--- src/rtl/switch_debouncer.sv ---
// Synchronises a raw switch vector into clk and debounces it as a whole vector,
// producing a clean registered value, a one-cycle change strobe and a settled flag.
module switch_debouncer #(
    parameter int WIDTH           = 2,
    parameter int SYNC_STAGES     = 2,
    parameter int DEBOUNCE_CYCLES = 16
) (
    input  logic             clk,
    input  logic             reset,
    input  logic [WIDTH-1:0] sw_raw,
    output logic [WIDTH-1:0] sw_clean,
    output logic             sw_changed,
    output logic             stable
);
    localparam int CNT_W = $clog2(DEBOUNCE_CYCLES);
    localparam logic [CNT_W-1:0] CNT_MAX = CNT_W'(DEBOUNCE_CYCLES - 1);

    typedef enum logic {STABLE, SETTLE} state_t;

    state_t                              state, state_d;
    logic [CNT_W-1:0]                    cnt, cnt_d;
    logic [WIDTH-1:0]                    candidate, cand_d;
    logic [WIDTH-1:0]                    clean_d;
    logic                                changed_d;
    logic [SYNC_STAGES-1:0][WIDTH-1:0]   sync_q;
    logic [WIDTH-1:0]                    sw_sync;

    // Plain flop chain; nothing may sit between stages.
    always_ff @(posedge clk) begin
        if (reset) begin
            sync_q <= '0;
        end else begin
            sync_q[0] <= sw_raw;
            for (int i = 1; i < SYNC_STAGES; i++)
                sync_q[i] <= sync_q[i-1];
        end
    end

    assign sw_sync = sync_q[SYNC_STAGES-1];

    always_ff @(posedge clk) begin
        if (reset) begin
            state      <= STABLE;
            cnt        <= '0;
            candidate  <= '0;
            sw_clean   <= '0;
            sw_changed <= 1'b0;
        end else begin
            state      <= state_d;
            cnt        <= cnt_d;
            candidate  <= cand_d;
            sw_clean   <= clean_d;
            sw_changed <= changed_d;
        end
    end

    always_comb begin
        state_d   = state;
        cnt_d     = cnt;
        cand_d    = candidate;
        clean_d   = sw_clean;
        changed_d = 1'b0;
        case (state)
            STABLE: begin
                cnt_d = '0;
                if (sw_sync != sw_clean) begin
                    cand_d  = sw_sync;
                    cnt_d   = CNT_W'(1);
                    state_d = SETTLE;
                end
            end
            SETTLE: begin
                // Bounce-back beats a new candidate, which beats acceptance.
                if (sw_sync == sw_clean) begin
                    cnt_d   = '0;
                    state_d = STABLE;
                end else if (sw_sync != candidate) begin
                    cand_d = sw_sync;
                    cnt_d  = CNT_W'(1);
                end else if (cnt == CNT_MAX) begin
                    clean_d   = candidate;
                    changed_d = 1'b1;
                    cnt_d     = '0;
                    state_d   = STABLE;
                end else begin
                    cnt_d = cnt + 1'b1;
                end
            end
            default: begin
                cnt_d   = '0;
                state_d = STABLE;
            end
        endcase
    end

    assign stable = (state == STABLE);
endmodule

--- config.mk ---
export PLATFORM = sky130hd
export DESIGN_NAME = switch_debouncer
export DESIGN_NICKNAME = d
export VERILOG_FILES = /design/src/rtl/switch_debouncer.sv
export SDC_FILE = /design/constraint.sdc
export NUM_CORES = 1
export LEC_CHECK = 0
export ABC_AREA = 0
export BUFFER_PORTS_ARGS = -buffer_cell sky130_fd_sc_hd__buf_2
export CAP_MARGIN = 20
export CORE_AREA = 2 2 39 41
export DETAILED_ROUTE_END_ITERATION = 7
export DIE_AREA = 0 0 41 43
export GPL_TIMING_DRIVEN = 0
export SLEW_MARGIN = 15
export SYNTH_ARGS = -nofsm -noshare
export SYNTH_HDL_FRONTEND = slang
export SYNTH_SLANG_ARGS = --single-unit
--- constraint.sdc ---
create_clock -name clk -period 3.75 [get_ports clk]
set_input_delay 0.5625 -clock clk [delete_from_list [all_inputs] [get_ports clk]]
set_output_delay 0.5625 -clock clk [all_outputs]
set_load 0.02 [all_outputs]
# Yosys cells after proc, flatten, opt, wreduce, memory -nomap -nowiden

Index checks and enable logic that the tools add are counted.

Input bits: 4
Output and inout bits: 4
Logic and storage cells: 36
Register bits: 14

Add/sub/neg operators: 1
Reduce and logical (&&, ||, !) cells: 3
Bitwise operators: 3
Multiplexer cells: 15
Equality and inequality tests: 7

Operator list:

| operator              | number |
|---|---|
| $mux W4               | 3 |
| $pmux W4 S2           | 1 |
| $mux W1               | 6 |
| $mux W2               | 3 |
| $add A4 B1 Y4 const B | 1 |
| $eq A4 B4 Y1 const B  | 1 |
| $ne A2 B1 Y1 const B  | 2 |
| $ne A2 B2 Y1          | 2 |
| $pmux W2 S2           | 1 |
| $reduce_and A4 Y1     | 1 |
| $reduce_or A4 Y1      | 1 |
| $not A1 Y1            | 3 |
| $reduce_and A3 Y1     | 1 |
| $eq A2 B2 Y1          | 1 |
| $ne A2 B2 Y1 const B  | 1 |
| $pmux W1 S2           | 1 |

# Longest topological paths before layout

Gate-level depths: netlist (run 1).

Depth in word-level cells: 5
Depth in mapped cells: 5
Mapped depth without buffers: 5

# Worst setup path after synthesis (run 1)

OpenSTA, ideal clock, no wires.

Path type: register to register
Start point: register sw_clean[1]
End point: register cnt[1]
Library setup time: 0.073 ns
Stages on the path, launching flop included: 5
Buffers on the path: 0
Setup slack: 2.415 ns
Required time: 3.677 ns
Period minus slack after synthesis: 1.335 ns
Data arrival time: 1.262 ns
Path through: dfxtp_1 > xor2_1 > nor2_1 > or3_4 > nor3b_2

Longest elaborated chain between the ends: 3

Ends and longest elaborated chain:

| what                     | line | RTL |
|---|---|---|
| start: declaration       | 11   | `output logic [WIDTH-1:0] sw_clean,` |
| start signal: assignment | 52   | `sw_clean <= clean_d;` |
| $eq A2 B2 Y1             | 74   | `if (sw_sync == sw_clean) begin` |
| $mux W4                  | 74   |  |
| $pmux W4 S2              | 63   | `case (state)` |
| end signal: assignment   | 50   | `cnt <= cnt_d;` |
| end: declaration         | 21   | `logic [CNT_W-1:0] cnt, cnt_d;` |

Every way passes these cells.
A chain may end at the register's enable or synchronous reset.

# Worst setup path in the final report (run 1)

Start point: register sw_clean[1]
End point: output port sw_clean[1]

No word-level cell between the ends.

==> impl_metrics.json, run 1 <==
{
  "ant_nets": 0,
  "dpl.cell_count": 76,
  "gp_congestion": 0.753,
  "yosysWarningCount": 0,
  "clock_latency_ns": 0.28,
  "cts_resized": 0,
  "drc_errors": 0,
  "power_mw": 0.249,
  "path_clk_slew_ns": 0.08,
  "wl_per_cell_um": 9.77,
  "fin_crit_sh": 0.373,
  "fmax_mhz": 716,
  "grt_usage": 0.114,
  "fill_cells": 142,
  "io_buffers": 7,
  "post_cts_buffers": 0,
  "design.die.area_mm2": 0.00176,
  "grt_pass1_vias": 326,
  "synth-seq-cells": 14,
  "instances_no_fill": 79,
  "critPathMaxStageDelay_ns": 0.37,
  "place_area_um2": 598,
  "wl_um": 772,
  "drv_slew": 0,
  "critPathSlowestCell": "dfxtp_1",
  "clock-sinks": 14,
  "muxShareOfSynthArea": 0.0737,
  "worstPathArrival_ns": 0.83,
  "first_iter_violations": 3,
  "timing.slew.headroom": 0.711,
  "cts.path.max_buffers": 2,
  "final_nets": 70,
  "finalSetupViolCount": 0,
  "rsz0062_at_grt": "false",
  "path_cells": "buf_2",
  "powerDensity_mw_per_mm2": 401,
  "synth_top_family_by_area": "simple AND/OR/NAND/NOR gates",
  "path_buf_inv": 1,
  "synth-compound-area-share": 0,
  "holdCritPathClass": "flop to flop",
  "tightest_slew_ns": 0.432,
  "synth_xor_area_frac": 0.0968,
  "final_util": 0.448,
  "vdd_drop_max_mv": 0.164,
  "die_h_um": 43,
  "dpl.hpwl_um": 597,
  "clock_skew_ns": 0.00608,
  "cp_data_required_time_ns": 3.19,
  "synthCells": 53,
  "outcome": "complete, no violations",
  "cts_max_level": 1,
  "ios": 8,
  "grt_first_pass_wirelength_um": 1300,
  "via_count": 376,
  "worst_path_dominant_cell_family": "flip-flops",
  "place_ws_ns": 2.39,
  "via_per_inst": 4.76,
  "die_x_um": 41,
  "synth_simple_gate_area_share": 0.276,
  "design_area_um2": 621,
  "path_max_fanout": 3,
  "synthAdderAreaFrac": 0.0230,
  "fin_crit_ns": 1.40,
  "worst_hold_slack_ns": 0.443,
  "gr-total-overflow": 0,
  "grt_max_degree": 11,
  "num_rows": 14,
  "final_hold_viol_count": 0,
  "drive_gt1_frac": 0.206,
  "fp.coreArea_mm2": 0.00138,
  "syn_to_final_growth_pct": 14.3,
  "seq_area_frac_synth": 0.516,
  "antenna_found_initial": 0,
  "start_util": 0.392,
  "cp-end-kind": "output pin",
  "start_kind": "flop",
  "setup_ws_ns": 2.35,
  "synth_nets": 58,
  "antenna_cells": 0,
  "first_pass_iters": 4,
  "leakagePower_nw": 0.248,
  "crit_type": "flop to output pin",
  "cts_hold_buf": 0,
  "cts_tree": "built",
  "setup_tns_ns": 0,
  "max_cap_violations": 0,
  "ys_types": 16,
  "avgSynthCellArea_um2": 10.2,
  "cts_made_buffers": 3,
  "cts_root_buffer": "clkbuf_4",
  "netlist_area_um2": 543
}
cells by family (layout without fill, tap and decap cells):
family	count (synthesis)	in the layout
buffers and inverters	2	12
DFF	14	14
xor gates and xnor gates	6	6
muxes	4	4
adders and majority gates	1	1
and+or+nand+nor	26	26
path summary, 6_finish.rpt:
kind	depth (start not counted)	end	startpoint	slack, ns
worst max-delay path	1	sw_clean[1]	sw_clean[1]$_SDFFE_PP0P_	2.35
worst min-delay path	1	sw_sync[0]$_SDFF_PP0_	sync_q[0]$_SDFF_PP0_	0.44
worst max register to register	4	sw_clean[0]$_SDFFE_PP0P_	cnt[0]$_SDFF_PP0_	2.36
worst min register to register	1	sw_sync[0]$_SDFF_PP0_	sync_q[0]$_SDFF_PP0_	0.44
metal layers:
layer,vias to the layer above,track usage,wire length [um]
li1,194,-,-
met1,171,0.132,351
met2,9,0.163,354
met3,2,0.0785,54
met4,0,0.0400,12
met5,-,0,0
where the power goes:
part / internal, mW / total, mW / switching, mW
combinational: 0.00655 / 0.0130 / 0.00650
clock: 0.0373 / 0.0818 / 0.0446
sequential: 0.152 / 0.154 / 0.00211
layout by cell type (no fill, tap or decap), types with 3 or more instances in the layout:
cell type | Yosys | layout
xor2_1 | 3 | 3
nand2b_1 | 4 | 4
nor3_1 | 3 | 3
nand3_1 | 3 | 3
buf_2 | 0 | 7
nor2_1 | 8 | 8
clkbuf_4 | 0 | 3
mux2i_1 | 4 | 4
dfxtp_1 | 14 | 14
xnor2_1 | 3 | 3
nor2b_1 | 4 | 4
synthesized netlist by cell type, drive strengths merged:
cell,instances,share of area
nor2,8,0.055
nor3b,1,0.023
nand2b,4,0.046
xnor2,3,0.048
ha,1,0.023
dfxtp,14,0.52
nor2b,4,0.046
mux2i,4,0.074
nor3,4,0.046
inv,1,0.0069
or3,1,0.021
clkbuf,1,0.0069
and3,1,0.012
nand3,3,0.028
xor2,3,0.048
worst reg2reg max path, stage by stage (launching register included):
cell and delay, ns:
dfxtp_1 0.36, ha_1 0.21, nand3_1 0.13, nor3_1 0.39, mux2i_1 0.24
flip-flops by register name, summed over array words and instances, names as in the netlist:
signal / flops
cnt: 4
sync_q: 2
sw_sync: 2
sw_changed: 1
candidate: 2
sw_clean: 2
state: 1
area by class of cell:
type / count / area [um2] / area share
Inverter: 1 / 3.75 / 0.00605
Multi-Input combinational cell: 37 / 255 / 0.411
Sequential cell: 14 / 280 / 0.452
Timing Repair Buffer: 7 / 35.0 / 0.0565
Buffer: 1 / 3.75 / 0.00605
Clock buffer: 3 / 22.5 / 0.0363
Tap cell: 16 / 20.0 / 0.0323
Power figures use the tool's default switching activity.
==> inputs of run 2 (changes only) <==
==> constraint.sdc (replaced) <==
create_clock -name clk -period 1.4 [get_ports clk]
set_input_delay 0.21 -clock clk [delete_from_list [all_inputs] [get_ports clk]]
set_output_delay 0.21 -clock clk [all_outputs]
set_load 0.02 [all_outputs]
==> run 2 against run 1 <==
Setup slack lost 2.3 ns; hold slack worse by 0.30 ns; global-route usage stayed put; utilization up 0.90 points; non-clock buffer count did not move; first-iteration DRC count is the same; register-to-register slack got worse by 2.3 ns; clock power grew to 2.6 times the previous value; routed wire length up 7.9%; via count fell by 0.80%.
==> impl_metrics.json, run 2 (synthesized netlist as in run 1, its figures left out) <==
{
  "post_cts_buffers": 0,
  "largest_reg_flops": 4,
  "die_h_um": 43,
  "io_buffers": 7,
  "syn_to_final_growth_pct": 16.6,
  "drv_slew": 0,
  "grt_first_pass_wirelength_um": 1300,
  "path_max_fanout": 4,
  "finalSetupViolCount": 0,
  "grt_use_met1": 0.132,
  "dpl.hpwl_um": 597,
  "start_kind": "flop",
  "clock_skew_ns": 0.00286,
  "via_per_inst": 4.72,
  "num_rows": 14,
  "first_pass_iters": 2,
  "max_cap_violations": 0,
  "gp_congestion": 0.753,
  "antenna_found_initial": 0,
  "power_mw": 0.667,
  "grt_max_degree": 11,
  "min_delay_path_depth": 2,
  "tightest_slew_ns": 0.373,
  "switching_share": 0.213,
  "met2_usage": 0.163,
  "clock-sinks": 14,
  "fp.coreArea_mm2": 0.00138,
  "ant_nets": 0,
  "timing.slew.headroom": 0.751,
  "p_int_mw": 0.525,
  "leakagePower_nw": 0.249,
  "cts.path.max_buffers": 2,
  "grt_usage": 0.114,
  "cts_max_level": 1,
  "wl_um": 833,
  "crit_start": "candidate[1]$_SDFFE_PP0P_",
  "gr-total-overflow": 0,
  "clock_latency_ns": 0.28,
  "dpl.cell_count": 76,
  "holdCritPathClass": "primary input to flop",
  "seq_power_share": 0.619,
  "final_common_cell": "dfxtp_1",
  "reg2reg_depth": 4,
  "instances_no_fill": 79,
  "r2r_end": "cnt[1]$_SDFF_PP0_",
  "cp-endpoint": "cnt[1]$_SDFF_PP0_",
  "fin_crit_ns": 1.32,
  "final_hold_viol_count": 0,
  "cp-end-kind": "flop",
  "fill_cells": 144,
  "p_clk_frac": 0.324,
  "cts_root_buffer": "clkbuf_4",
  "grt_pass1_vias": 326,
  "final_nets": 70,
  "setup_ws_ns": 0.0813,
  "p_sw_mw": 0.142,
  "r2r_start": "candidate[1]$_SDFFE_PP0P_",
  "first_iter_violations": 3,
  "die_x_um": 41,
  "ios": 8,
  "final_cell_mix": "dfxtp_1 (14), nor2_1 (7), buf_2 (7)",
  "worstPathArrival_ns": 1.53,
  "powerDensity_mw_per_mm2": 1050,
  "crit_type": "flop to flop",
  "cts_tree": "built",
  "cts_made_buffers": 3,
  "rrSetupSlack_ns": 0.08,
  "cp_data_required_time_ns": 1.61,
  "start_util": 0.392,
  "fin_crit_sh": 0.942,
  "drc_errors": 0,
  "vdd_drop_max_mv": 0.500,
  "place_ws_ns": 0.0359,
  "path_cells": "xnor2_1, nand3_2, or3_4, nor3b_2",
  "design.die.area_mm2": 0.00176,
  "antenna_cells": 0,
  "critPathSlowestCell": "or3_4",
  "regMostFlops": "cnt",
  "fmax_mhz": 758,
  "via_count": 373,
  "path_clk_slew_ns": 0.07,
  "drive_gt1_frac": 0.254,
  "outcome": "complete, no violations",
  "busiest_layer": "met2",
  "wl_per_cell_um": 10.5,
  "critPathMaxStageDelay_ns": 0.38,
  "p_comb_frac": 0.057,
  "use_met3": 0.0785
}
[run 2: cell counts in the layout (fill, tap and decap cells not counted)]
Identical to the previous run, type by type.
[run 2: layout make-up]
cell class | count | area [um2] | share of cell area
plain buffers | 1 | 3.75 | 0.00593
clock buffers | 3 | 22.5 | 0.0356
inverters | 1 | 3.75 | 0.00593
multi-input cells | 37 | 268 | 0.423
flip-flops and latches | 14 | 280 | 0.443
well taps | 16 | 20.0 | 0.0316
repair buffers | 7 | 35.0 | 0.0553
[run 2: stage by stage]
stage               utilization  hold WS [ns]  instance area (um2)  TNS [ns]
floorplan                     -         0.338                  543         0
global placement          0.432         0.419                  598         0
detailed placement        0.432         0.428                  598         0
CTS                       0.452         0.140                  626         0
global route              0.458         0.133                  633   -0.0319
finish                    0.458         0.142                  633         0
[run 2: worst max-delay path: cells and delay by family, from the launching register on]
family | cells | cell delay (ns)
flip-flops | 1 | 0.33
XOR/XNOR | 1 | 0.23
AND/OR/NAND/NOR | 3 | 0.68
[run 2: how the worst min path moves through the flow]
stage                          from               endpoint  slack, ns
2_1_floorplan             sw_raw[0]   sync_q[0]$_SDFF_PP0_       0.34
6_report                  sw_raw[0]   sync_q[0]$_SDFF_PP0_       0.14
4_1_cts                   sw_raw[0]   sync_q[0]$_SDFF_PP0_       0.14
3_3_place_gp   sync_q[0]$_SDFF_PP0_  sw_sync[0]$_SDFF_PP0_       0.42
3_5_place_dp              sw_raw[1]   sync_q[1]$_SDFF_PP0_       0.43
5_1_grt                   sw_raw[0]   sync_q[0]$_SDFF_PP0_       0.13
[run 2: what timing repair did]
item                       CTS  global route
resized for setup            1             2
setup endpoints to repair    1             4
hold buffers                 0             0
[run 2: power by group through the flow]
stage / logic (mW) / registers [mW] / clock network (mW)
finish: 0.0379 / 0.413 / 0.216
global placement: 0.0351 / 0.422 / 0
CTS: 0.0361 / 0.413 / 0.227
global route: 0.0427 / 0.415 / 0.240
floorplan: 0.0260 / 0.421 / 0
detailed placement: 0.0355 / 0.422 / 0
[run 2: metal layers]
layer | wire, um | part of all wire
met5 | 0 | 0
met4 | 9 | 0.011
met3 | 55 | 0.066
met2 | 406 | 0.49
met1 | 361 | 0.43
==> inputs of run 3 (changes only) <==
--- a/config.mk
+++ b/config.mk
@@ -12,6 +12,7 @@
 export DETAILED_ROUTE_END_ITERATION = 7
 export DIE_AREA = 0 0 41 43
 export GPL_TIMING_DRIVEN = 0
+export PLACE_DENSITY = 0.69
 export SLEW_MARGIN = 15
 export SYNTH_ARGS = -nofsm -noshare
 export SYNTH_HDL_FRONTEND = slang
==> run 3 against run 2 <==
Clock-buffer cell count is the same; routed wire length shrank 5.8%; final cell count stayed put; utilization down 0.36 points; critical path type unchanged; highest routed layer is now met3.
==> impl_metrics.json, run 3 (synthesized netlist as in run 1, its figures left out) <==
{
  "rsz0062_at_grt": "false",
  "finalSetupViolCount": 0,
  "leakagePower_nw": 0.248,
  "final_hold_viol_count": 0,
  "cts.path.max_buffers": 2,
  "powerDensity_mw_per_mm2": 1050,
  "worst_hold_slack_ns": 0.152,
  "outcome": "complete, no violations",
  "grt_max_degree": 11,
  "path_buf_inv": 0,
  "seq_power_share": 0.624,
  "grt_pass1_vias": 360,
  "fmax_mhz": 766,
  "die_h_um": 43,
  "cp_data_required_time_ns": 1.61,
  "clock_latency_ns": 0.27,
  "regMostFlops": "cnt",
  "start_util": 0.392,
  "critPathMaxStageDelay_ns": 0.41,
  "via_count": 372,
  "ios": 8,
  "cts_made_buffers": 3,
  "multi_input_area_um2": 263,
  "grt_usage": 0.116,
  "ant_nets": 0,
  "antenna_found_initial": 0,
  "top_layer": "met3",
  "cts_max_level": 1,
  "path_clk_slew_ns": 0.08,
  "vdd_drop_max_mv": 0.531,
  "wl_um": 785,
  "path_max_fanout": 6,
  "drv_slew": 0,
  "final_cell_mix": "dfxtp_1 (14), nor2_1 (7), buf_2 (7)",
  "gr-total-overflow": 0,
  "grt_first_pass_wirelength_um": 1370,
  "antenna_cells": 0,
  "cts_root_buffer": "clkbuf_4",
  "num_rows": 14,
  "crit_type": "flop to flop",
  "max_cap_violations": 0,
  "post_cts_buffers": 0,
  "wl_per_cell_um": 9.94,
  "final_nets": 70,
  "wl_met3_um": 48,
  "worst_path_dominant_cell_family": "simple AND/OR/NAND/NOR gates",
  "p_comb_frac": 0.055,
  "clock-sinks": 14,
  "io_buffers": 7,
  "drive_gt1_frac": 0.238,
  "power_mw": 0.661,
  "fp.coreArea_mm2": 0.00138,
  "wl_met2_um": 381,
  "cp-end-kind": "flop",
  "critPathSlowestCell": "or3_4",
  "cts_tree": "built",
  "fin_crit_sh": 0.933,
  "clock_skew_ns": 0.00548,
  "fill_cells": 143,
  "first_pass_iters": 2,
  "dpl.hpwl_um": 614,
  "design.die.area_mm2": 0.00176,
  "ff_latch_area_um2": 280,
  "tightest_slew_ns": 0.387,
  "start_kind": "flop",
  "p_sw_mw": 0.137,
  "fin_crit_ns": 1.31,
  "via_per_inst": 4.71,
  "syn_to_final_growth_pct": 15.7,
  "holdCritPathClass": "primary input to flop",
  "drc_errors": 0,
  "first_iter_violations": 3,
  "p_int_mw": 0.524,
  "switching_share": 0.207,
  "timing.slew.headroom": 0.742,
  "die_x_um": 41,
  "largest_reg_flops": 4,
  "met1_length_um": 355,
  "final_common_cell": "dfxtp_1",
  "p_clk_frac": 0.321,
  "gp_congestion": 0.719,
  "setup_tns_ns": 0,
  "path_cells": "xor2_1, nor2_2, or3_4, nor3b_2",
  "worstPathArrival_ns": 1.51
}
[run 3: cell counts in the layout (fill, tap and decap cells not counted)]
No cell type changed its count.
[run 3: area by class of cell]
type	count	share of cell area
tap	16	0.0319
inverter	1	0.00598
clock buffer	3	0.0359
timing repair buffer	7	0.0558
buffer	1	0.00598
sequential	14	0.446
multi-input combinational	37	0.418
[run 3: power by group through the flow]
stage                     Combinational [mW]  Sequential, mW  Clock, mW
after floorplan                       0.0260           0.421          0
after global placement                0.0351           0.422          0
after detailed placement              0.0356           0.423          0
after CTS                             0.0357           0.413      0.226
after global routing                  0.0413           0.414      0.242
final                                 0.0362           0.413      0.212
[run 3: path summary, 6_finish.rpt]
check / slack (ns) / from / endpoint / depth (start not counted)
min reg2reg: 0.44 / sync_q[1]$_SDFF_PP0_ / sw_sync[1]$_SDFF_PP0_ / 1
max reg2reg: 0.09 / sw_sync[0]$_SDFF_PP0_ / cnt[1]$_SDFF_PP0_ / 4
max: 0.09 / sw_sync[0]$_SDFF_PP0_ / cnt[1]$_SDFF_PP0_ / 4
min: 0.15 / sw_raw[1] / sync_q[1]$_SDFF_PP0_ / 2
[run 3: layer usage]
layer  vias to the layer above  track usage
li1                        193            -
met1                       170        0.134
met2                         9        0.175
met3                         0       0.0785
met4                         0       0.0200
met5                         -            0
[run 3: stage by stage]
stage / std cells / utilization / setup WS, ns / area [um2]
2_1_floorplan: 53 / - / 0.0651 / 543
3_3_place_gp: 76 / 0.432 / 0.0358 / 598
3_5_place_dp: 76 / 0.432 / 0.0157 / 598
4_1_cts: 79 / 0.448 / 0.00887 / 621
5_1_grt: 79 / 0.454 / 0.0125 / 628
6_report: 79 / 0.454 / 0.0942 / 628
[run 3: repair_timing]
item                                   4_1_cts  5_1_grt
endpoints found under the hold margin        0        0
setup endpoints to repair                    0        2
hold buffers                                 0        0
resized for setup                            0        2
